## config.mk

```make
export PLATFORM = sky130hd
export DESIGN_NAME = blowfish128_decrypt
export DESIGN_NICKNAME = d
export VERILOG_FILES = /design/src/rtl/blowfish128_pkg.sv /design/src/rtl/blowfish128_ffunc.sv /design/src/rtl/blowfish128_decrypt.sv
export SDC_FILE = /design/constraint.sdc
export NUM_CORES = 2
export LEC_CHECK = 0
export ABC_AREA = 1
export BUFFER_PORTS_ARGS = -buffer_cell sky130_fd_sc_hd__buf_2
export CORE_ASPECT_RATIO = 0.75
export CORE_MARGIN = 3
export CORE_UTILIZATION = 35
export CTS_CLUSTER_SIZE = 14
export DETAILED_ROUTE_END_ITERATION = 8
export REMOVE_ABC_BUFFERS = 1
export SYNTH_ARGS = -nofsm -noshare
export SYNTH_HDL_FRONTEND = slang
export SYNTH_HIERARCHICAL = 1
export SYNTH_SLANG_ARGS = --single-unit
```

## constraint.sdc

```tcl
create_clock -name Clk -period 2.4 [get_ports Clk]
set_input_delay 0.48 -clock Clk [delete_from_list [all_inputs] [get_ports Clk]]
set_output_delay 0.48 -clock Clk [all_outputs]
set_load 0.01 [all_outputs]
```

## src/rtl/blowfish128_pkg.sv

```systemverilog
// Shared constants, FSM encoding and F-function mixing constant for the Blowfish-128 decrypt core.
package blowfish128_pkg;

    localparam int NUM_ROUNDS_DEF = 16;
    localparam int P_ENTRIES      = NUM_ROUNDS_DEF + 2;
    localparam int BLOCK_W        = 128;
    localparam int HALF_W         = 64;

    localparam logic [HALF_W-1:0] F_MIX = 64'h9E37_79B9_7F4A_7C15;

    typedef enum logic [2:0] {
        ST_IDLE  = 3'd0,
        ST_PRE   = 3'd1,
        ST_FWAIT = 3'd2,
        ST_POST  = 3'd3,
        ST_FINAL = 3'd4,
        ST_DONE  = 3'd5
    } state_t;

endpackage

```

## src/rtl/blowfish128_ffunc.sv

```systemverilog
// Multi-cycle F-function: Y = rotl(X,13) ^ (X + F_MIX); outputValid rises on the third enabled edge.
module blowfish128_ffunc
    import blowfish128_pkg::*;
(
    input  logic              Clk,
    input  logic              RstN,
    input  logic              Enable,
    input  logic [HALF_W-1:0] X,
    output logic [HALF_W-1:0] Y,
    output logic              outputValid
);

    logic [1:0]        cnt;
    logic [HALF_W-1:0] rot_q;
    logic [HALF_W-1:0] sum_q;

    // Dropping Enable is the only way to restart the pipeline for a new X.
    always_ff @(posedge Clk or negedge RstN) begin
        if (!RstN) begin
            cnt         <= '0;
            rot_q       <= '0;
            sum_q       <= '0;
            Y           <= '0;
            outputValid <= 1'b0;
        end else if (!Enable) begin
            cnt         <= '0;
            rot_q       <= '0;
            sum_q       <= '0;
            Y           <= '0;
            outputValid <= 1'b0;
        end else begin
            if (cnt != 2'd3) cnt <= cnt + 2'd1;
            if (cnt == 2'd0) begin
                rot_q <= {X[50:0], X[63:51]};
                sum_q <= X + F_MIX;
            end
            if (cnt == 2'd1) Y <= rot_q ^ sum_q;
            if (cnt == 2'd2) outputValid <= 1'b1;
        end
    end

endmodule

```

## src/rtl/blowfish128_decrypt.sv

```systemverilog
// Iterative Blowfish-128 decryption core: walks the P-array from the top entry down,
// one Feistel round per six cycles, using the shared F-function block.
//
// state | meaning
// IDLE  | ready for a ciphertext block, key writes allowed
// PRE   | L ^= P[k]
// FWAIT | F enabled on L, waiting for outputValid
// POST  | fold Y into R and swap (no swap when k==2)
// FINAL | whitening with P[1]/P[0], register the plaintext
// DONE  | plaintext presented until out_ready, key writes allowed
module blowfish128_decrypt
    import blowfish128_pkg::*;
#(
    parameter int NUM_ROUNDS = NUM_ROUNDS_DEF,
    parameter int KEY_AW     = 5
) (
    input  logic               Clk,
    input  logic               RstN,
    input  logic               key_we,
    input  logic [KEY_AW-1:0]  key_addr,
    input  logic [HALF_W-1:0]  key_wdata,
    input  logic               in_valid,
    output logic               in_ready,
    input  logic [BLOCK_W-1:0] in_data,
    output logic               out_valid,
    input  logic               out_ready,
    output logic [BLOCK_W-1:0] out_data,
    output logic               busy
);

    localparam int P_N = NUM_ROUNDS + 2;
    localparam logic [KEY_AW-1:0] K_TOP  = KEY_AW'(NUM_ROUNDS + 1);
    localparam logic [KEY_AW-1:0] K_LAST = KEY_AW'(2);

    state_t                      state;
    logic [KEY_AW-1:0]           k;
    logic [HALF_W-1:0]           l_q;
    logic [HALF_W-1:0]           r_q;
    logic [P_N-1:0][HALF_W-1:0]  p_array;
    logic                        f_en;
    logic [HALF_W-1:0]           f_y;
    logic                        f_valid;
    logic                        key_ok;

    assign in_ready  = (state == ST_IDLE);
    assign out_valid = (state == ST_DONE);
    assign busy      = (state != ST_IDLE);
    assign f_en      = (state == ST_FWAIT);

    // Writes are locked out mid-block so every round of a block sees one key.
    assign key_ok = key_we && (state == ST_IDLE || state == ST_DONE)
                    && (int'(key_addr) < P_N);

    always_ff @(posedge Clk or negedge RstN) begin
        if (!RstN) begin
            p_array <= '0;
        end else if (key_ok) begin
            p_array[key_addr] <= key_wdata;
        end
    end

    always_ff @(posedge Clk or negedge RstN) begin
        if (!RstN) begin
            state    <= ST_IDLE;
            k        <= '0;
            l_q      <= '0;
            r_q      <= '0;
            out_data <= '0;
        end else begin
            case (state)
                ST_IDLE: begin
                    if (in_valid) begin
                        l_q   <= in_data[BLOCK_W-1:HALF_W];
                        r_q   <= in_data[HALF_W-1:0];
                        k     <= K_TOP;
                        state <= ST_PRE;
                    end
                end
                ST_PRE: begin
                    l_q   <= l_q ^ p_array[k];
                    state <= ST_FWAIT;
                end
                ST_FWAIT: begin
                    if (f_valid) state <= ST_POST;
                end
                ST_POST: begin
                    if (k > K_LAST) begin
                        r_q   <= l_q;
                        l_q   <= r_q ^ f_y;
                        k     <= k - KEY_AW'(1);
                        state <= ST_PRE;
                    end else begin
                        r_q   <= r_q ^ f_y;
                        state <= ST_FINAL;
                    end
                end
                ST_FINAL: begin
                    l_q      <= l_q ^ p_array[0];
                    r_q      <= r_q ^ p_array[1];
                    out_data <= {l_q ^ p_array[0], r_q ^ p_array[1]};
                    state    <= ST_DONE;
                end
                ST_DONE: begin
                    if (out_ready) state <= ST_IDLE;
                end
                default: state <= ST_IDLE;
            endcase
        end
    end

    blowfish128_ffunc u_ffunc (
        .Clk         (Clk),
        .RstN        (RstN),
        .Enable      (f_en),
        .X           (l_q),
        .Y           (f_y),
        .outputValid (f_valid)
    );

endmodule

```

==> metrics <==
post-route insts no fill 15070; RSZ-0062 raised after global routing yes; HP Class primary input to register; skew final 0.03687 ns; I/O Pins 333; status complete, no violations; Post-synth EDFFs 0; Placed Cells 14680; Multi-input gate area 34340 um2; pin count of the biggest net entering global routing 108; H-Tree Depth 4; Slew Limit Fails 0; vias in the first global route 69900; total grt overflow 0; Cell Area, Synth 82440 um2; antenna violations before repair 8; Main synth FF type dfrtp_1; sequential element share of the synthesized area 0.4890; met2 wire length 130000 um; CP max FO 48; met3 WL post-DR approximately 26000 um; Syn Inst Count between 10000 and 15000; worst-skew pair later-pin latency 0.82 ns; Iter 0 DRT Violations 9118; final wirelength between 300000 and 400000 um; Die Y 426.3 um; Hold Startpoint out_ready; CTS tree built; commonest cells in the netlist nand2_1 (4277), dfrtp_1 (1611), inv_1 (1349), o21ai_0 (1105), nand3_1 (917); top-count cell post-synth nand2_1; Hold Vio Cnt, Final 0; DRC Markers 0; GPL Wtd Cong ~1.0; CP endpoint kind register; Syn Area/Cell 7.208 um2; Worst-Margin Slew 0.7604 ns; CTS Buffer Depth 4; Max Clk Rate 0.4292 GHz; CP startpoint kind register; Setup-failing EPs final 0; Slew HR 0.4925; detailed placement HPWL 210600 um; floorplan row count roughly 150; Worst EP required 3.06 ns; Worst-path clk slew roughly 0.070 ns; #FFs+latches synth 1611; Hold WS roughly 0.047 ns; Synth area leaders dfrtp_1 (49%), nand2_1 (19%), o21ai_0 (6.7%); routed vias ~76000; Final Critical Period 2.330 ns; clock sink count around 1600; vias per cell 5.069; first-pass GRT wire length 460800 um; Yosys cell types 55; Synth async-reset ratio 1.000; drt pass-1 iters 7; pwr/cell area approximately 1200 nW/um2; r2r endpoint r_q[21]; Initial Util 0.3538; uppermost layer routed met4; Setup CP Type register to register; layout cells sized above 1 0.1067; Peak VDD IR 0.001163 V; Layout fillers 23850; Root Buffer clkbuf_16; Tot GR Track Use 0.2491; Tcrit/Tclk final 0.9708; Seq. cell area 40330 um2; hold endpoint state[0]; Worst Path Arrival ~3.0 ns; LEAKAGE 0.04980 uW; Avg WL per Cell 20.46 um; Core Footprint 233000 um2; total CTS buffers 176; DRT antenna net count 0; IO Port Bufs 332; setup slack, reg-to-reg 0.07 ns; Worst Reg-to-Reg Cells 9; post-synth top area cell dfrtp_1; P&R area growth vs syn 18.82%; Total Nets Final 12050; max-cap viol count 0; Util after Layout 0.4204; Synth top area share 0.4890; Yosys Warn Count 6; full die area 241500 um2; Tot Pwr 118500 uW; M1 wire length 144500 um; Die X 566.4 um; FF-to-FF Start state[1]; worst hold path depth 4
kinds of logic (layout without fill, tap and decap cells):
kind of cell	count (synthesis)	in the layout	share of synthesized area
AOI/OAI and AO/OA	1707	1707	0.1095
DFF	1611	1611	0.4890
adders and majority gates	6	6	0.0009106
buffers and inverters	2083	2608	0.09771
other	0	5	0
and+or+nand+nor	5900	5900	0.2891
xor gates and xnor gates	130	130	0.01381
flip-flops by register name, summed over array words and instances, names as in the netlist, 3 cells and up:
signal / count
state: 3
u_ffunc/Y: 64
p_array: 1152
out_data: 128
r_q: 64
k: 5
u_ffunc/rot_q: 64
l_q: 64
u_ffunc/sum_q: 64
how the worst max path moves through the flow:
| stage | startpoint | endpoint | slack, ns | depth (start not counted) |
|---|---|---|---|---|
| finish | state[1] | r_q[21] | 0.07 | 9 |
| global route | k[0] | l_q[42] | -0.01 | 17 |
| CTS | state[2] | out_valid | 0.006 | 4 |
| detailed placement | state[1] | r_q[23] | 0.03 | 10 |
| global placement | state[1] | r_q[23] | 0.05 | 10 |
| floorplan | k[0] | l_q[62] | -30.59 | 14 |
cell type report:
class / instances / area share
Timing Repair Buffer: 933 / 0.08732
Multi-Input combinational cell: 7743 / 0.3506
Clock inverter: 51 / 0.005825
Inverter: 1374 / 0.05307
Timing Repair inverter: 1 / 0.00008941
Antenna cell: 5 / 0.0001277
Tap cell: 3100 / 0.03960
Sequential cell: 1611 / 0.4117
Clock buffer: 249 / 0.05168
critical path, cell delays in order (launching register included):
cell and delay (ns):
dfrtp_1 0.36, buf_4 0.15, clkinvlp_4 0.16, nor3_4 0.24
buf_4 0.18, buf_12 0.36, o21ai_4 0.21, buf_12 0.22
nand2_1 0.10, o21ai_0 0.09
placed cells by master, fill, tap and decap left out, types with 10 or more instances in the layout:
| cell | n |
|---|---|
| inv_2 | 21 |
| nand2_2 | 20 |
| xor2_1 | 66 |
| buf_12 | 148 |
| dfrtp_1 | 1607 |
| nand2_1 | 4261 |
| o22ai_1 | 90 |
| or2_2 | 26 |
| a211oi_1 | 24 |
| nand3_1 | 912 |
| buf_16 | 10 |
| clkbuf_1 | 38 |
| buf_4 | 359 |
| o221ai_1 | 40 |
| clkbuf_8 | 32 |
| nor2_4 | 15 |
| o211ai_1 | 10 |
| a21o_1 | 24 |
| o21ai_0 | 1104 |
| buf_2 | 330 |
| clkinv_2 | 31 |
| clkbuf_16 | 185 |
| xnor2_1 | 64 |
| nand2_4 | 15 |
| inv_1 | 1344 |
| o21ai_1 | 294 |
| bufinv_16 | 11 |
| buf_6 | 10 |
| nand4_1 | 42 |
| nor3_1 | 78 |
| nor2_1 | 495 |
| nor2_2 | 13 |
| a21oi_1 | 97 |
| dlygate4sd3_1 | 69 |
stage by stage:
step	TNS, ns	instance area [um2]	worst slack, ns
final	0	97950	0.07018
after global routing	-0.03841	97940	-0.01269
after CTS	0	97500	0.006301
after detailed placement	0	91160	0.03115
after global placement	0	91160	0.04556
after floorplan	-5168.97	79540	-30.59
timing repair:
| item | in CTS | in global routing |
|---|---|---|
| pin swaps | 4 | 3 |
| hold buffers | 69 | 0 |
| gates resized for setup | 6 | 38 |
| endpoints found under the setup margin | 2 | 567 |
| hold endpoints to repair | 596 | 0 |
| buffers inserted | 0 | 12 |
| gates cloned | 0 | 7 |
metal layers:
metal	vias up	global-route usage
met3	390	0.04237
met4	0	0.06443
li1	36550	-
met1	36470	0.3744
met5	-	0
met2	2964	0.3678
power breakdown:
| group | total, uW | internal (uW) | switching [uW] | leakage (uW) |
|---|---|---|---|---|
| logic | 51300 | 17800 | 33600 | 0.0252 |
| clock network | 27400 | 15800 | 11600 | 0.00277 |
| registers | 39800 | 33900 | 5880 | 0.0218 |
| total | 118000 | 67500 | 51000 | 0.0498 |
Power figures use the tool's default switching activity.
